`config.mk`:
```
export PLATFORM = sky130hd
export DESIGN_NAME = uart_tx_frame
export DESIGN_NICKNAME = d
export VERILOG_FILES = /design/src/rtl/uart_tx_frame_pkg.sv /design/src/rtl/uart_tx_frame_baud_tick.sv /design/src/rtl/uart_tx_frame.sv
export SDC_FILE = /design/constraint.sdc
export NUM_CORES = 1
export LEC_CHECK = 0
export ABC_CLOCK_PERIOD_IN_PS = 4000
export BUFFER_PORTS_ARGS = -buffer_cell sky130_fd_sc_hd__clkbuf_2
export CORE_UTILIZATION = 48
export DETAILED_ROUTE_END_ITERATION = 7
export PLACE_DENSITY = 0.68
export SETUP_SLACK_MARGIN = 0.2
export SLEW_MARGIN = 40
export SYNTH_ARGS = -nofsm -noshare
export SYNTH_HDL_FRONTEND = slang
export SYNTH_SLANG_ARGS = --single-unit
```
`constraint.sdc`:
```
create_clock -name clk_tx_i -period 4 [get_ports clk_tx_i]
set_input_delay 0.4 -clock clk_tx_i [delete_from_list [all_inputs] [get_ports clk_tx_i]]
set_output_delay 0.4 -clock clk_tx_i [all_outputs]
set_load 0.005 [all_outputs]
```
`src/rtl/uart_tx_frame_pkg.sv`:
```
// Shared definitions for the UART transmit path (and the matching receiver).
// Contents: FSM state encodings (3-bit) and the data-bit count of one frame.
package uart_tx_frame_pkg;

  localparam int UART_DATA_BITS = 8;

  localparam logic [2:0] ST_IDLE   = 3'd0;
  localparam logic [2:0] ST_FETCH  = 3'd1;
  localparam logic [2:0] ST_START  = 3'd2;
  localparam logic [2:0] ST_DATA   = 3'd3;
  localparam logic [2:0] ST_PARITY = 3'd4;
  localparam logic [2:0] ST_STOP   = 3'd5;
  localparam logic [2:0] ST_DONE   = 3'd6;

endpackage

```
`src/rtl/uart_tx_frame_baud_tick.sv`:
```
// uart_baud_tick: bit-period counter.
// Counts 0..CLKS_PER_BIT-1 and wraps. tick is high in the last cycle of a bit
// period. clr forces the count back to 0, so a new bit starts on the next cycle.
// Ports:
//   clk    in  rising-edge clock
//   reset  in  synchronous active-high reset
//   clr    in  restart the bit period
//   tick   out last cycle of the current bit period
module uart_baud_tick #(
  parameter int CLKS_PER_BIT = 16
) (
  input  logic clk,
  input  logic reset,
  input  logic clr,
  output logic tick
);

  localparam int CW = (CLKS_PER_BIT > 1) ? $clog2(CLKS_PER_BIT) : 1;

  logic [CW-1:0] cnt;

  assign tick = (cnt == CW'(CLKS_PER_BIT - 1));

  always_ff @(posedge clk) begin
    if (reset || clr || tick) cnt <= '0;
    else                      cnt <= cnt + 1'b1;
  end

endmodule

```
`src/rtl/uart_tx_frame.sv`:
```
// uart_tx_frame: UART transmitter draining NUM_BYTES bytes from a FIFO per start.
// Each byte is fetched over a read/rd-done handshake and sent as an 8N1 frame
// (optional even parity), LSB first.
// Ports:
//   clk_tx_i        in   clock
//   reset           in   synchronous active-high reset
//   start           in   request to send NUM_BYTES bytes (ignored unless idle)
//   fifo_read_o     out  FIFO read request, high while fetching
//   fifo_rd_done_i  in   FIFO read complete, fifo_data_i valid
//   fifo_data_i     in   byte from FIFO
//   tx_o            out  serial line, idle high
//   busy_o          out  high from accepted start until frame_done_o
//   frame_done_o    out  one-cycle pulse after the last stop bit
module uart_tx_frame
  import uart_tx_frame_pkg::*;
#(
  parameter int CLKS_PER_BIT = 16,
  parameter int NUM_BYTES    = 8,
  parameter int PARITY_EN    = 0
) (
  input  logic       clk_tx_i,
  input  logic       reset,
  input  logic       start,
  output logic       fifo_read_o,
  input  logic       fifo_rd_done_i,
  input  logic [7:0] fifo_data_i,
  output logic       tx_o,
  output logic       busy_o,
  output logic       frame_done_o
);

  localparam int BCW = (NUM_BYTES > 1) ? $clog2(NUM_BYTES) : 1;

  logic [2:0]     state, state_nxt;
  logic [7:0]     shreg, shreg_nxt;
  logic [2:0]     bit_cnt, bit_cnt_nxt;
  logic [BCW-1:0] byte_cnt, byte_cnt_nxt;
  logic           par_bit, par_nxt;
  logic           tx_nxt;
  logic           tick;

  // Restarting the bit period on every state change keeps each bit exactly
  // CLKS_PER_BIT cycles, regardless of how long FETCH waited.
  uart_baud_tick #(.CLKS_PER_BIT(CLKS_PER_BIT)) u_baud (
    .clk   (clk_tx_i),
    .reset (reset),
    .clr   (state_nxt != state),
    .tick  (tick)
  );

  always_comb begin
    state_nxt    = state;
    shreg_nxt    = shreg;
    bit_cnt_nxt  = bit_cnt;
    byte_cnt_nxt = byte_cnt;
    par_nxt      = par_bit;
    case (state)
      ST_IDLE:  if (start) state_nxt = ST_FETCH;
      ST_FETCH: if (fifo_rd_done_i) begin
        shreg_nxt   = fifo_data_i;
        par_nxt     = ^fifo_data_i;
        bit_cnt_nxt = '0;
        state_nxt   = ST_START;
      end
      ST_START: if (tick) state_nxt = ST_DATA;
      ST_DATA:  if (tick) begin
        if (bit_cnt == 3'(UART_DATA_BITS - 1)) begin
          state_nxt = (PARITY_EN != 0) ? ST_PARITY : ST_STOP;
        end else begin
          shreg_nxt   = shreg >> 1;
          bit_cnt_nxt = bit_cnt + 3'd1;
        end
      end
      ST_PARITY: if (tick) state_nxt = ST_STOP;
      ST_STOP:  if (tick) begin
        if (byte_cnt == BCW'(NUM_BYTES - 1)) begin
          state_nxt = ST_DONE;
        end else begin
          byte_cnt_nxt = byte_cnt + 1'b1;
          state_nxt    = ST_FETCH;
        end
      end
      ST_DONE: begin
        byte_cnt_nxt = '0;
        state_nxt    = ST_IDLE;
      end
      default: state_nxt = ST_IDLE;
    endcase

    // tx_o is registered from the next-state view so the line changes in the
    // same cycle the state does (start bit begins right after capture).
    case (state_nxt)
      ST_START:  tx_nxt = 1'b0;
      ST_DATA:   tx_nxt = shreg_nxt[0];
      ST_PARITY: tx_nxt = par_nxt;
      default:   tx_nxt = 1'b1;
    endcase
  end

  always_ff @(posedge clk_tx_i) begin
    if (reset) begin
      state    <= ST_IDLE;
      shreg    <= '0;
      bit_cnt  <= '0;
      byte_cnt <= '0;
      par_bit  <= 1'b0;
      tx_o     <= 1'b1;
    end else begin
      state    <= state_nxt;
      shreg    <= shreg_nxt;
      bit_cnt  <= bit_cnt_nxt;
      byte_cnt <= byte_cnt_nxt;
      par_bit  <= par_nxt;
      tx_o     <= tx_nxt;
    end
  end

  assign fifo_read_o  = (state == ST_FETCH);
  assign busy_o       = (state != ST_IDLE);
  assign frame_done_o = (state == ST_DONE);

endmodule
```
Word-level counts from Yosys, hierarchy flattened
Cells that the tools add are included.
Widths: inputs -> output; s select.
{ "word_totals": {"register_bits": 23, "latch_bits": 0, "ramBits": 0, "romBits": 0, "input_bits": 12, "word_cells": 61, "memories": 0} }
{ "op_classes": {"addsub": 3, "n_mul": 0, "n_div": 0, "order_cmp": 0, "eq_ne": 18, "n_shift": 0, "n_mux": 23, "bitwise_logic": 0, "n_reduce_logical": 9} }
{ "ops": {"columns": ["cell", "count"], "rows": [
  ["$mux 3", 13],
  ["$mux 8", 3],
  ["$eq 3x3->1 const B", 6],
  ["$pmux 3 s6", 1],
  ["$pmux 8 s2", 1],
  ["$eq 3x2->1 const B", 4],
  ["$pmux 3 s2", 2],
  ["$reduce_xor 8->1", 1],
  ["$add 3x1->3 const B", 2],
  ["$ne 2x1->1 const B", 3],
  ["$add 4x1->4 const B", 1],
  ["$eq 4x4->1 const B", 1],
  ["$ne 2x2->1 const B", 2],
  ["$reduce_and 4->1", 1],
  ["$reduce_bool 2->1", 2],
  ["$eq 3x1->1 const B", 1],
  ["$logic_not 3->1", 1],
  ["$ne 3x3->1", 1],
  ["$pmux 1 s3", 1],
  ["$reduce_and 3->1", 1],
  ["$reduce_bool 3->1", 1],
  ["$logic_or 1x1->1", 2],
  ["$mux 1", 2]
]} }

Longest topological paths before layout
{ "logic_depth": {"word_depth": 7, "ltp_mapped": 7, "mapped_depth_nobuf": 7} }

By module
From an unflattened synthesis, not the netlist that was laid out.
{ "hier_totals": {"hier_cells": 148, "area_unflattened_um2": 1256.2} }
{ "by_module_without_submodules": {"columns": ["module", "n_inst", "cells_each", "area_each_um2"], "rows": [
  ["uart_tx_frame", 1, 132, 1098.6],
  ["uart_baud_tick", 1, 16, 157.7]
]} }

Worst setup path before layout
Ideal clock, no wire load.
{ "synth_path": {"path_kind": "flip-flop to flip-flop", "from": "register u_baud.cnt[0]", "to": "register tx_o", "setup_time_ns": 0.148, "t_arrival_ns": 1.677, "t_required_ns": 3.852, "setup_slack_ns": 2.175, "path_stages_with_launch": 8, "path_buffers": 1, "synth_period_minus_slack_ns": 1.825, "cell_sequence": "dfxtp_1 ha_1 and3_1 buf_2 a41oi_2 a221o_1 a2111oi_2 a41oi_1"} }
{ "synth_between": {"elab_chain_len": 5, "word_cells_on_any_way": 12, "classes_between": "eq/ne: 4; mux: 8"} }
{ "synth_lines": {"columns": ["element", "line", "source"], "rows": [
  ["start: declaration", "uart_tx_frame_baud_tick.sv:20", "logic [CW-1:0] cnt;"],
  ["start signal: assignment", "uart_tx_frame_baud_tick.sv:26", "else cnt <= cnt + 1'b1;"],
  ["$eq 4x4->1 *", "uart_tx_frame_baud_tick.sv:22", "assign tick = (cnt == CW'(CLKS_PER_BIT - 1));"],
  ["$mux 3 (on tied branches)", null, null],
  ["$pmux 3 s6", "uart_tx_frame.sv:57", "case (state)"],
  ["$eq 3x3->1 / $eq 3x2->1 (equally long branches)", "uart_tx_frame.sv:92", "case (state_nxt)"],
  ["$pmux 1 s3 *", "uart_tx_frame.sv:92", null],
  ["end signal: assignment", "uart_tx_frame.sv:114", "tx_o <= tx_nxt;"],
  ["end: declaration", "uart_tx_frame.sv:27", "output logic tx_o,"]
]} }
Every way passes the cells marked *; elsewhere a longest branch is shown, timed or not. The select of a mux whose other input is x is not followed.
A chain may end at the register's enable or synchronous reset.

Worst setup path in the final report
{ "layout_path": {"from": "register state[0]", "to": "register tx_o"} }
{ "layout_between": {"elab_chain_len": 5, "word_cells_on_any_way": 20, "classes_between": "eq/ne: 8; mux: 11; reduce/logical: 1"} }
{ "layout_lines": {"columns": ["element", "line", "source"], "rows": [
  ["start: declaration", "uart_tx_frame.sv:34", "logic [2:0] state, state_nxt;"],
  ["start signal: assignment", "uart_tx_frame.sv:109", "state <= state_nxt;"],
  ["$mux 3", "uart_tx_frame.sv:67", "if (bit_cnt == 3'(UART_DATA_BITS - 1)) begin"],
  ["$mux 3", "uart_tx_frame.sv:66", "ST_DATA: if (tick) begin"],
  ["$pmux 3 s6", "uart_tx_frame.sv:57", null],
  ["$eq 3x3->1 / $eq 3x2->1 (equally long branches)", "uart_tx_frame.sv:92", null],
  ["$pmux 1 s3 *", "uart_tx_frame.sv:92", null]
]} }
Every way passes the cells marked *; elsewhere a longest branch is shown, timed or not.

==> results by group <==
Placed design
  – Port Buffer Count: 15
  – Placed cell areas: roughly 1300 µm²
  – Post-place setup slack: 1490 ps
  – DP Wirelength: between 1500 and 2000 µm
  – GP Congestion: approximately 0.75

Final layout
  – Share of layout cells above drive strength 1: approximately 16%
  – Reg area: between 400 and 500 µm²
  – ANT cells: 0
  – Nets: about 170
  – Area Growth Syn to Fin: 7.75%
  – Fillers: around 250
  – Multi-input gate area: 734 µm²
  – Fin area: around 1400 µm²

Run status
  – Status: finished clean

Detailed routing
  – Via count: 1063
  – DR vias/cell: 5.78
  – 1st-pass router iterations: 4
  – Total wire length: 2440 µm
  – Post-DRT Antenna Nets: 0
  – Remaining DRCs: 0
  – Initial DRC Count: 21
  – Drt wl/cell: 13.3 µm

Global route
  – First-pass GRT wire length: 3970 µm
  – Largest net degree at the start of global routing: 18
  – GRT Overall Usage: 19.5%
  – Gr ovfl total: 0
  – Vias in the first global route: 944
  – Initial antenna violation count: 0

Setup path
  – Worst Reg-to-Reg Cells: 5
  – WP buf/inv: 0
  – Reg2reg end: tx_o$_SDFF_PP1_
  – Delay-heaviest family, CP: compound AO/OA/AOI/OAI gates
  – Critical path startpoint category: flip-flop
  – Crit end category: flip-flop
  – Crit path max-delay cell type: dfxtp_1
  – CP Cell Sequence: nor4bb_4, a41oi_2, a221o_1, a2111oi_2, a41oi_1
  – CP Data Required Time: ~4200 ps
  – R2R setup slack: around 1500 ps
  – Worst endpoint data arrival time: 2710 ps
  – CP max stage delay: approximately 650 ps
  – Setup CP Type: reg2reg
  – Critical R2R Launch: state[0]$_SDFF_PP0_
  – CP Max Fanout: 15

Synthesis
  – Yosys warnings: 0
  – Seq/Total Area, Yosys: 36.6%
  – Cell variety after synth: 41
  – Synthesized Nets: 161
  – Synth top area share: between 30% and 40%
  – Seq cells post-synth: 23
  – Area leader, netlist: dfxtp_1
  – Top post-synthesis cells by area: dfxtp_1, ha_1, xnor2_1
  – Post-synthesis instance total: 143
  – Mapped Area: 1260 µm²
  – Synth Area per Inst: 8.80 µm²

Clocking
  – CTS tree: yes
  – Num CTS Buffers: 3
  – Sinks on Clock Net: 23
  – Root Driver: clkbuf_4
  – Worst-skew pair later-pin latency: 300 ps
  – Max clock buf depth: 2
  – Setup Buffers After CTS: 0
  – Htree depth: 1
  – Clock Pin Slew Worst Setup and Hold Paths: roughly 120 ps
  – Cts hold-fix bufs: 0
  – CTS resizes: 0

Power and ir drop
  – Net Sw Frac: 28.0%
  – NetSw: about 0.00012 W
  – Pwr/cell area: 326 nW/µm²
  – Clock network fraction of total power: 23.8%
  – VDD IR-drop max: 247 µV
  – Part of the power in combinational logic: about a fifth
  – Sequential power share: 57.5%
  – Total chip power: 0.000442 W
  – Leakage power: 0.533 nW
  – Int Power: about 0.00032 W

Run
  – Max cap viols: 0

Timing
  – Slew Limit Fails: 0
  – Slew @ Worst Pin: 669 ps
  – Final Setup Violations: 0
  – Unrepaired setup endpoints after global routing: no
  – Minimum clock period: between 2000 and 3000 ps
  – Hold slack: 373 ps
  – Setup TNS: 0 ps
  – Final Worst Setup Slack: 1470 ps
  – Fmax: 0.394 GHz
  – Hold Fails Final Rpt: 0
  – Final Cycle Share: 63.4%
  – Slew Limit Headroom: 55.3%
  – Clock skew: 1.08 ps

Floorplanning
  – Initial Util: 50.8%
  – I/O pin cnt: 16
  – Row cnt: 18
  – Die Ht: 53.2 µm
  – Die area: 2830 µm²
  – Width of the chip: 53.2 µm
  – Core outline area: approximately 2500 µm²

Worst hold path
  – Worst min path class: in2reg
  – Hold worst-path end: shreg[7]$_SDFFE_PP0P_
  – Worst hold stages: 3
  – Min-delay src: fifo_data_i[7]
## routing by layer
metal / GRT usage [%] / up-vias / routed length (µm)
li1: - / 539 / -
met2: 32.3 / 18 / 1210
met4: 9.65 / 0 / 31
met3: 3.74 / 4 / 80
met5: 0 / - / 0
met1: 23.6 / 502 / 1120
## worst min-delay path: stages
cell and delay (ps):
clkbuf_2 100, a22oi_1 70, nor2_1 80
## sequential cells by signal, summed over array words and instances (netlist names)
register / cells
shreg: 8
u_baud.cnt: 4
bit_cnt: 3
byte_cnt: 3
state: 3
par_bit: 1
tx_o: 1
## cell families (layout without fill, tap and decap cells)
family / count (synthesis) / after routing / synth area share (%)
buffers and inverters: 14 / 25 / 5.07
AOI/OAI and AO/OA: 36 / 36 / 20.7
xor gates and xnor gates: 9 / 9 / 6.26
and+or+nand+nor: 53 / 53 / 23.9
adders and majority gates: 6 / 6 / 5.96
DFF: 23 / 23 / 36.6
muxes: 2 / 2 / 1.59
## power groups by stage
stage          Sequential, W  Clock (W)  Combinational, W
3_3_place_gp        0.000258          0         0.0000800
6_report            0.000254   0.000105         0.0000824
5_1_grt             0.000256   0.000116         0.0000910
3_5_place_dp        0.000259          0         0.0000822
2_1_floorplan       0.000251          0         0.0000689
4_1_cts             0.000254   0.000110         0.0000828
## cell usage in the layout (no fill, tap or decap), types with 3 or more instances in the layout
master and n:
nand3_1 3, clkbuf_4 3, a21oi_1 11, a22oi_1 8
nand4_1 3, nor2b_1 5, nor2_1 14, clkbuf_2 15
ha_1 6, nor3_1 5, nand2_1 12, inv_1 5
dfxtp_1 23, xnor2_1 7, o21ai_0 3
## cell type report
type                    instances  area share [%]
well taps                      30            2.77
flip-flops and latches         23            33.9
clock buffers                   4            1.94
inverters                       6            1.66
multi-input cells             106            54.2
repair buffers                 15            5.54
## cells in the mapped netlist, drive strengths merged
cell type,n
xnor2,7
nor3,5
o21ai,5
nor2,14
inv,6
and4,1
mux2i,2
and3,1
a2111oi,3
nand3b,2
a211oi,1
and2,1
nand2,12
a21o,1
nor2b,6
nor3b,1
dfxtp,23
a221o,1
buf,5
nand2b,1
a41oi,2
a22oi,8
clkbuf,3
a2bb2oi,1
nand3,3
nand4,3
nor4,2
nor4bb,1
o311a,1
a31o,1
ha,6
o211a,1
xor2,2
a21oi,11
## how the worst max path moves through the flow
stage / slack, ps / cells past startpoint / endpoint / from
final: 1470 / 5 / tx_o$_SDFF_PP1_ / state[0]$_SDFF_PP0_
after global routing: 1250 / 5 / tx_o$_SDFF_PP1_ / state[0]$_SDFF_PP0_
after CTS: 1460 / 5 / tx_o$_SDFF_PP1_ / state[0]$_SDFF_PP0_
after detailed placement: 1490 / 5 / tx_o$_SDFF_PP1_ / state[0]$_SDFF_PP0_
after global placement: 1560 / 5 / tx_o$_SDFF_PP1_ / state[0]$_SDFF_PP0_
after floorplan: 2170 / 7 / tx_o$_SDFF_PP1_ / u_baud.cnt[0]$_SDFF_PP0_
## through the flow
| stage | utilization (%) | instances |
|---|---|---|
| after floorplan | - | 143 |
| after global placement | 53.7 | 180 |
| after detailed placement | 53.7 | 180 |
| after CTS | 54.7 | 184 |
| after global routing | 54.7 | 184 |
| final | 54.7 | 184 |
(Power assumes the default switching activity.)
